[src/rtl/clk_ratio_meter.sv]
// Measures period and high time of a synchronous divided clock in source cycles; flags lock and stalls.
// Results are registered one cycle after the capturing edge; no backpressure, o_valid is a single-cycle pulse.
module clk_ratio_meter #(
   parameter int CNT_W      = 8,
   parameter int STABLE_CNT = 4
) (
   input  logic             i_clk,
   input  logic             i_rst,
   input  logic             i_div_clk,
   output logic [CNT_W-1:0] o_period,
   output logic [CNT_W-1:0] o_high,
   output logic             o_valid,
   output logic             o_locked,
   output logic             o_timeout
);

   localparam logic [CNT_W-1:0] CNT_MAX  = {CNT_W{1'b1}};
   localparam logic [CNT_W-1:0] CNT_ONE  = CNT_W'(1);
   localparam logic [3:0]       STAB_MAX = 4'(STABLE_CNT);

   typedef enum logic [1:0] {
      IDLE = 2'd0,
      HIGH = 2'd1,
      LOW  = 2'd2
   } state_t;

   state_t           state_q, state_d;
   logic             s_q;
   logic             rise, fall, sat;
   logic [CNT_W-1:0] cnt_q, cnt_d;
   logic [CNT_W-1:0] period_d, high_d;
   logic [3:0]       stab_q, stab_d;
   logic             valid_d, locked_d, timeout_d;

   assign rise = i_div_clk & ~s_q;
   assign fall = ~i_div_clk & s_q;
   assign sat  = (cnt_q == CNT_MAX);

   always_comb begin
      state_d   = state_q;
      cnt_d     = rise ? CNT_ONE : (sat ? cnt_q : cnt_q + CNT_ONE);
      period_d  = o_period;
      high_d    = o_high;
      valid_d   = 1'b0;
      locked_d  = o_locked;
      timeout_d = rise ? 1'b0 : o_timeout;
      stab_d    = stab_q;

      case (state_q)
         IDLE: begin
            if (rise) state_d = HIGH;
         end
         HIGH: begin
            if (fall) begin
               high_d  = cnt_q;
               state_d = LOW;
            end
         end
         LOW: begin
            if (rise) begin
               // o_period doubles as the history of the previous capture
               if (cnt_q == o_period)
                  stab_d = (stab_q >= STAB_MAX) ? STAB_MAX : stab_q + 4'd1;
               else
                  stab_d = 4'd1;
               period_d = cnt_q;
               valid_d  = 1'b1;
               locked_d = (stab_d >= STAB_MAX);
               state_d  = HIGH;
            end
         end
         default: state_d = IDLE;
      endcase

      // A rise on the saturating edge still counts as a valid edge
      if (sat && !rise) begin
         timeout_d = 1'b1;
         locked_d  = 1'b0;
         stab_d    = 4'd0;
         state_d   = IDLE;
      end
   end

   always_ff @(posedge i_clk or posedge i_rst) begin
      if (i_rst) begin
         state_q   <= IDLE;
         s_q       <= 1'b0;
         cnt_q     <= '0;
         stab_q    <= 4'd0;
         o_period  <= '0;
         o_high    <= '0;
         o_valid   <= 1'b0;
         o_locked  <= 1'b0;
         o_timeout <= 1'b0;
      end else begin
         state_q   <= state_d;
         s_q       <= i_div_clk;
         cnt_q     <= cnt_d;
         stab_q    <= stab_d;
         o_period  <= period_d;
         o_high    <= high_d;
         o_valid   <= valid_d;
         o_locked  <= locked_d;
         o_timeout <= timeout_d;
      end
   end

endmodule

[config.mk]
export PLATFORM = sky130hd
export DESIGN_NAME = clk_ratio_meter
export DESIGN_NICKNAME = d
export VERILOG_FILES = /design/src/rtl/clk_ratio_meter.sv
export SDC_FILE = /design/constraint.sdc
export NUM_CORES = 1
export LEC_CHECK = 0
export BUFFER_PORTS_ARGS = -buffer_cell sky130_fd_sc_hd__buf_2
export CAP_MARGIN = 30
export CORE_ASPECT_RATIO = 0.9
export CORE_UTILIZATION = 30
export DETAILED_ROUTE_END_ITERATION = 10
export PLACE_DENSITY = 0.54
export RECOVER_POWER = 25
export SYNTH_ARGS = -nofsm -noshare
export SYNTH_HDL_FRONTEND = slang
export SYNTH_SLANG_ARGS = --single-unit
[constraint.sdc]
create_clock -name i_clk -period 2.1 [get_ports i_clk]
set_input_delay 0.21 -clock i_clk [delete_from_list [all_inputs] [get_ports i_clk]]
set_output_delay 0.21 -clock i_clk [all_outputs]
set_load 0.02 [all_outputs]
Word level (Yosys, flattened, before mapping):

Cells that the tools add are included.

* input bits: 3
* register bits: 34
* word-level logic and storage cells: 54
* output and inout bits: 19

* equal/unequal tests: 7
* $lt $le $gt $ge: 2
* bitwise gates (word level): 4
* add/subtract/negate cells: 2
* reduce and logical (&&, ||, !) cells: 10
* mux-type cells: 20

Operators with widths (count)
* $mux W4: 7
* $mux W8: 2
* $add A8 B1 Y8 const B: 1
* $eq A8 B8 Y1: 1
* $eq A8 B8 Y1 const B: 1
* $ge A4 B3 Y1 const B: 2
* $reduce_and A2 Y1: 4
* $mux W1: 7
* $mux W2: 3
* $add A4 B1 Y4 const B: 1
* $pmux W2 S2: 1
* $reduce_bool A2 Y1: 2
* $ne A3 B1 Y1 const B: 1
* $ne A3 B3 Y1 const B: 1
* $and A1 B1 Y1: 2
* $eq A2 B1 Y1 const B: 1
* $eq A2 B2 Y1 const B: 1
* $logic_not A2 Y1: 1
* $ne A2 B2 Y1 const B: 1
* $not A1 Y1: 2
* $reduce_or A2 Y1: 1
* $logic_and A1 B1 Y1: 1
* $logic_not A1 Y1: 1

Logic depth before layout (Yosys ltp):

* depth in word-level cells: 9
* gate-level depth with buffers: 6
* gate-level depth less buffers: 5

Worst setup path after synthesis:

Ideal clock, no wire load.

* path kind: reg2reg
* start point: reg cnt_q[1]
* end point: reg state_q[0]
* setup time: 0.128 ns
* cell stages (with the launch flop): 6
* clock period less this slack: 1.427 ns
* data arrival time: 1.298 ns
* data required time: 1.972 ns
* buffers on the path: 0
* slack: 0.673 ns
* cells stage by stage: dfrtp_1 ha_1 and3_1 nand2_1 a31oi_1 o22ai_1

* cells in the longest elaborated chain, start to end: 4
* elaborated cells on any way between the ends: 6
* classes of those cells: eq/ne: 3; mux: 1; reduce/logical: 2

RTL lines
* start: declaration: RTL line 30 `logic [CNT_W-1:0] cnt_q, cnt_d;`
* start signal: assignment: RTL line 98 `cnt_q <= cnt_d;`
* $eq A8 B8 Y1 *: RTL line 37 `assign sat = (cnt_q == CNT_MAX);`
* $logic_and A1 B1 Y1 *: RTL line 76 `if (sat && !rise) begin`
* $ne A3 B3 Y1 (no source line) / $ne A3 B1 Y1 (equally long branches)
* $reduce_and A2 Y1 (no source line)
* end signal: assignment: RTL line 96 `state_q <= state_d;`
* end: declaration: RTL line 27 `state_t state_q, state_d;`

Mark *: on every way between the ends. The rest lies on a longest branch, timed or not.
A chain may end at the register's enable or synchronous reset.

Worst setup path after layout:

* start point: reg cnt_q[0]
* end point: reg state_q[0]

Same word-level chain as after synthesis.

==> flow_metrics.py <==
metrics = {
    "clock_network": {
        "clk_pin_slew_ns": 0.07,
        "cts_root_buffer": "clkbuf_8",
        "numCtsBuffers": 5,
        "cts_tree": "built",
        "cts_sinks": 34,
        "htree_levels": 2,
        "cts_setup_buffers": 0,
        "cts_hold_buf": 0,
        "clockBufferDepth": 2,
        "cts-resized-gates": 0,
        "clock_latency_ns": 0.28,
    },
    "power_and_ir_drop": {
        "p_switching_w": 0.0006897,
        "combPwrFrac_pct": 28.9,
        "max-vdd-ir-drop_v": 0.0003459,
        "p_int_w": 0.001315,
        "leakage_nw": 0.8749,
        "seq_power_share_pct": 46.5,
        "clock_power_share_pct": 24.6,
        "power_switching_share_pct": 34.41,
        "powerDensity_nw_per_um2": 1099,
    },
    "layout": {
        "nets": 161,
        "multi_input_area_um2": 659.4,
        "ff_latch_area_um2": 850.8,
        "syn2layout_area_growth_pct": 14.17,
        "n_antenna_cell": 0,
        "instances_no_fill": 222,
        "final_layout_size_suffix_gt1_share_pct": 31.85,
        "fillCellCount": 513,
    },
    "critical_path": {
        "path_class": "flop to flop",
        "reg2reg_from": "cnt_q[0]",
        "rr_worst_depth": 5,
        "cp_slowest_cell": "dfrtp_1",
        "r2r_setup_slack_ns": 0.44,
        "worstPathArrival_ns": 1.82,
        "path_delay_family": "flip-flops",
        "rr_endpoint": "state_q[0]",
        "cp.required_ns": 2.26,
        "start_kind": "flop",
        "path_depth": 5,
        "cp-end-kind": "flop",
        "crit_path_end": "state_q[0]",
        "cp_max_fo": 8,
        "critPathBufInv": 0,
        "startpoint": "cnt_q[0]",
        "cp_cell_sequence": "ha_1 > and3_1 > nand2_1 > a31oi_1 > o22ai_1",
        "max_stage_delay_ns": 0.50,
    },
    "floorplan": {
        "start_util_pct": 32.05,
        "die_h_um": 71.24,
        "die_width_um": 78.93,
        "rows": 24,
        "dieArea_um2": 5622,
        "num_io_pins": 22,
        "core-area_um2": 4985,
    },
    "timing": {
        "setup_ws_ns": 0.4355,
        "setup_viol": 0,
        "worst_pin_slew_ns": 0.5842,
        "slew_viol_final": 0,
        "fin_setup_tns_ns": 0,
        "relSlewSlack_pct": 61.05,
        "finalCritPeriodShare_pct": 79.26,
        "period_minus_slack_ns": 1.664,
        "hold_viol": 0,
        "rsz0062_at_grt": "false",
        "max_freq_ghz": 0.6008,
        "fin_skew_ns": 0.005544,
    },
    "synth": {
        "syn-instance-count": 132,
        "synth_cell_types": 36,
        "syn_area_um2": 1598,
        "synth.avg_cell_area_um2": 12.10,
        "ys_warn_count": 0,
        "synth_nets": 137,
        "synth_seq_area_share_pct": 53.25,
        "ys_seq_elements": 34,
    },
    "route": {
        "wl_um": 3089,
        "viasPerCell": 4.838,
        "firstDrtPassIters": 4,
        "drcViolationCount": 0,
        "drtIter0Drc": 54,
        "vias": 1074,
        "routedWlPerCell_um": 13.91,
        "ant_nets": 0,
    },
    "place": {
        "place_inst": 214,
        "pre_cts_slack_ns": 0.4541,
        "port-buffer-count": 21,
        "gp_congestion": 0.8463,
        "place.detailed.hpwl_um": 2224,
    },
    "global_routing": {
        "grt_pass1_wl_um": 5402,
        "grt_pass1_vias": 1082,
        "grt_max_degree": 35,
        "gr-total-overflow": 0,
        "grt_usage_pct": 12.84,
        "antenna_found_initial": 0,
    },
    "status": {
        "status": "finished, final reports clean",
    },
    "worst_hold_path": {
        "hold_path_class": "input pin to asynchronous set/reset pin",
    },
    "flow_run": {
        "max-cap-violations": 0,
    },
}
-- worst min-delay path: cells and delay by family --
kind / cells / cell delay, ns
buffers and inverters: 3 / 0.51
-- layout make-up --
cell class / count / area share (%)
sequential: 34 / 46.64
multi-input combinational: 88 / 36.15
timing repair buffer: 25 / 7.339
clock buffer: 7 / 4.733
tap: 65 / 4.458
inverter: 2 / 0.4115
clock inverter: 1 / 0.2743
-- per-stage QoR --
| stage | hold WS (ns) | instance area, um2 | power (W) | utilization (%) |
|---|---|---|---|---|
| floorplan | 0.2414 | 1598 | 0.001369 | - |
| global placement | 0.3205 | 1734 | 0.001523 | 34.79 |
| detailed placement | 0.3333 | 1734 | 0.001532 | 34.79 |
| CTS | 0.02401 | 1826 | 0.002035 | 36.62 |
| global route | 0.04005 | 1824 | 0.002144 | 36.60 |
| finish | 0.01338 | 1824 | 0.002005 | 36.60 |
-- cells by family after synthesis --
logic type | share of synthesized area, %
and+or+nand+nor | 13.63
buffers and inverters | 5.481
muxes | 11.90
AOI/OAI and AO/OA | 7.595
DFF | 53.25
xor gates and xnor gates | 6.578
adders and majority gates | 1.566
-- flip-flops by register name (all words and copies together) (netlist names) --
name and count:
cnt_q 8, o_high 8, o_period 8, stab_q 4, state_q 2, o_locked 1, o_timeout 1, o_valid 1
s_q 1
-- layout by cell type, fill, tap and decap left out, types with 3 or more instances in the layout --
| master | Yosys | layout |
|---|---|---|
| nor2_1 | 8 | 8 |
| a21oi_1 | 5 | 5 |
| mux2_2 | 16 | 16 |
| dfrtp_1 | 34 | 34 |
| nand4_1 | 3 | 3 |
| buf_2 | 1 | 20 |
| nand2_1 | 9 | 9 |
| o21ai_0 | 3 | 3 |
| clkbuf_8 | 0 | 6 |
| xnor2_1 | 10 | 10 |
| buf_4 | 0 | 4 |
| nand3_1 | 3 | 3 |
-- how the worst min path moves through the flow --
stage,startpoint,to,slack (ns),depth (start not counted)
6_report,i_rst,stab_q[0],0.01,3
5_1_grt,i_rst,o_valid,0.04,3
4_1_cts,i_rst,cnt_q[7],0.02,3
3_5_place_dp,i_rst,o_valid,0.33,3
3_3_place_gp,i_rst,o_valid,0.32,3
2_1_floorplan,i_div_clk,s_q,0.24,0
-- per-layer routing --
| metal | up-vias | global-route usage [%] | wire (um) |
|---|---|---|---|
| li1 | 508 | - | - |
| met1 | 521 | 18.03 | 1437 |
| met2 | 40 | 17.87 | 1400 |
| met3 | 5 | 5.350 | 216 |
| met4 | 0 | 4.242 | 34 |
| met5 | - | 0 | 0 |
-- Yosys cell counts --
library cell  count  area share (%)
clkbuf_1          1            0.23
buf_8             1            0.94
and3_1            2            0.78
o22ai_1           1            0.39
inv_1             2            0.47
mux2_2           16              11
o31ai_1           2            0.94
o2111ai_1         1            0.55
a31oi_1           2            0.78
nor2b_1           2            0.78
nand2_1           9             2.1
o21ai_0           3            0.94
nand4_1           3             1.2
dfrtp_1          34              53
a21oi_1           5             1.6
or2_1             1            0.39
a311oi_1          1            0.55
a31oi_2           1            0.78
and2_1            1            0.39
nor3_4            1             1.0
ha_1              2             1.6
buf_2             1            0.31
nor3_1            2            0.63
nand2b_1          2            0.78
nand3_1           3            0.94
mux2i_1           1            0.63
nor2_1            8             1.9
xor2_1            2             1.1
or3_1             2            0.78
and4bb_1          1            0.78
a211oi_2          1            0.78
buf_6             5             3.5
o21ai_1           1            0.31
and4b_1           1            0.63
and4_1            1            0.55
xnor2_1          10             5.5
-- power by group through the flow --
stage | logic (W) | registers, W | clock network (W)
CTS | 0.000590 | 0.000933 | 0.000513
global route | 0.000644 | 0.000957 | 0.000543
detailed placement | 0.000589 | 0.000943 | 0
finish | 0.000580 | 0.000931 | 0.000493
global placement | 0.000586 | 0.000937 | 0
floorplan | 0.000370 | 0.000998 | 0
(Power assumes the default switching activity.)
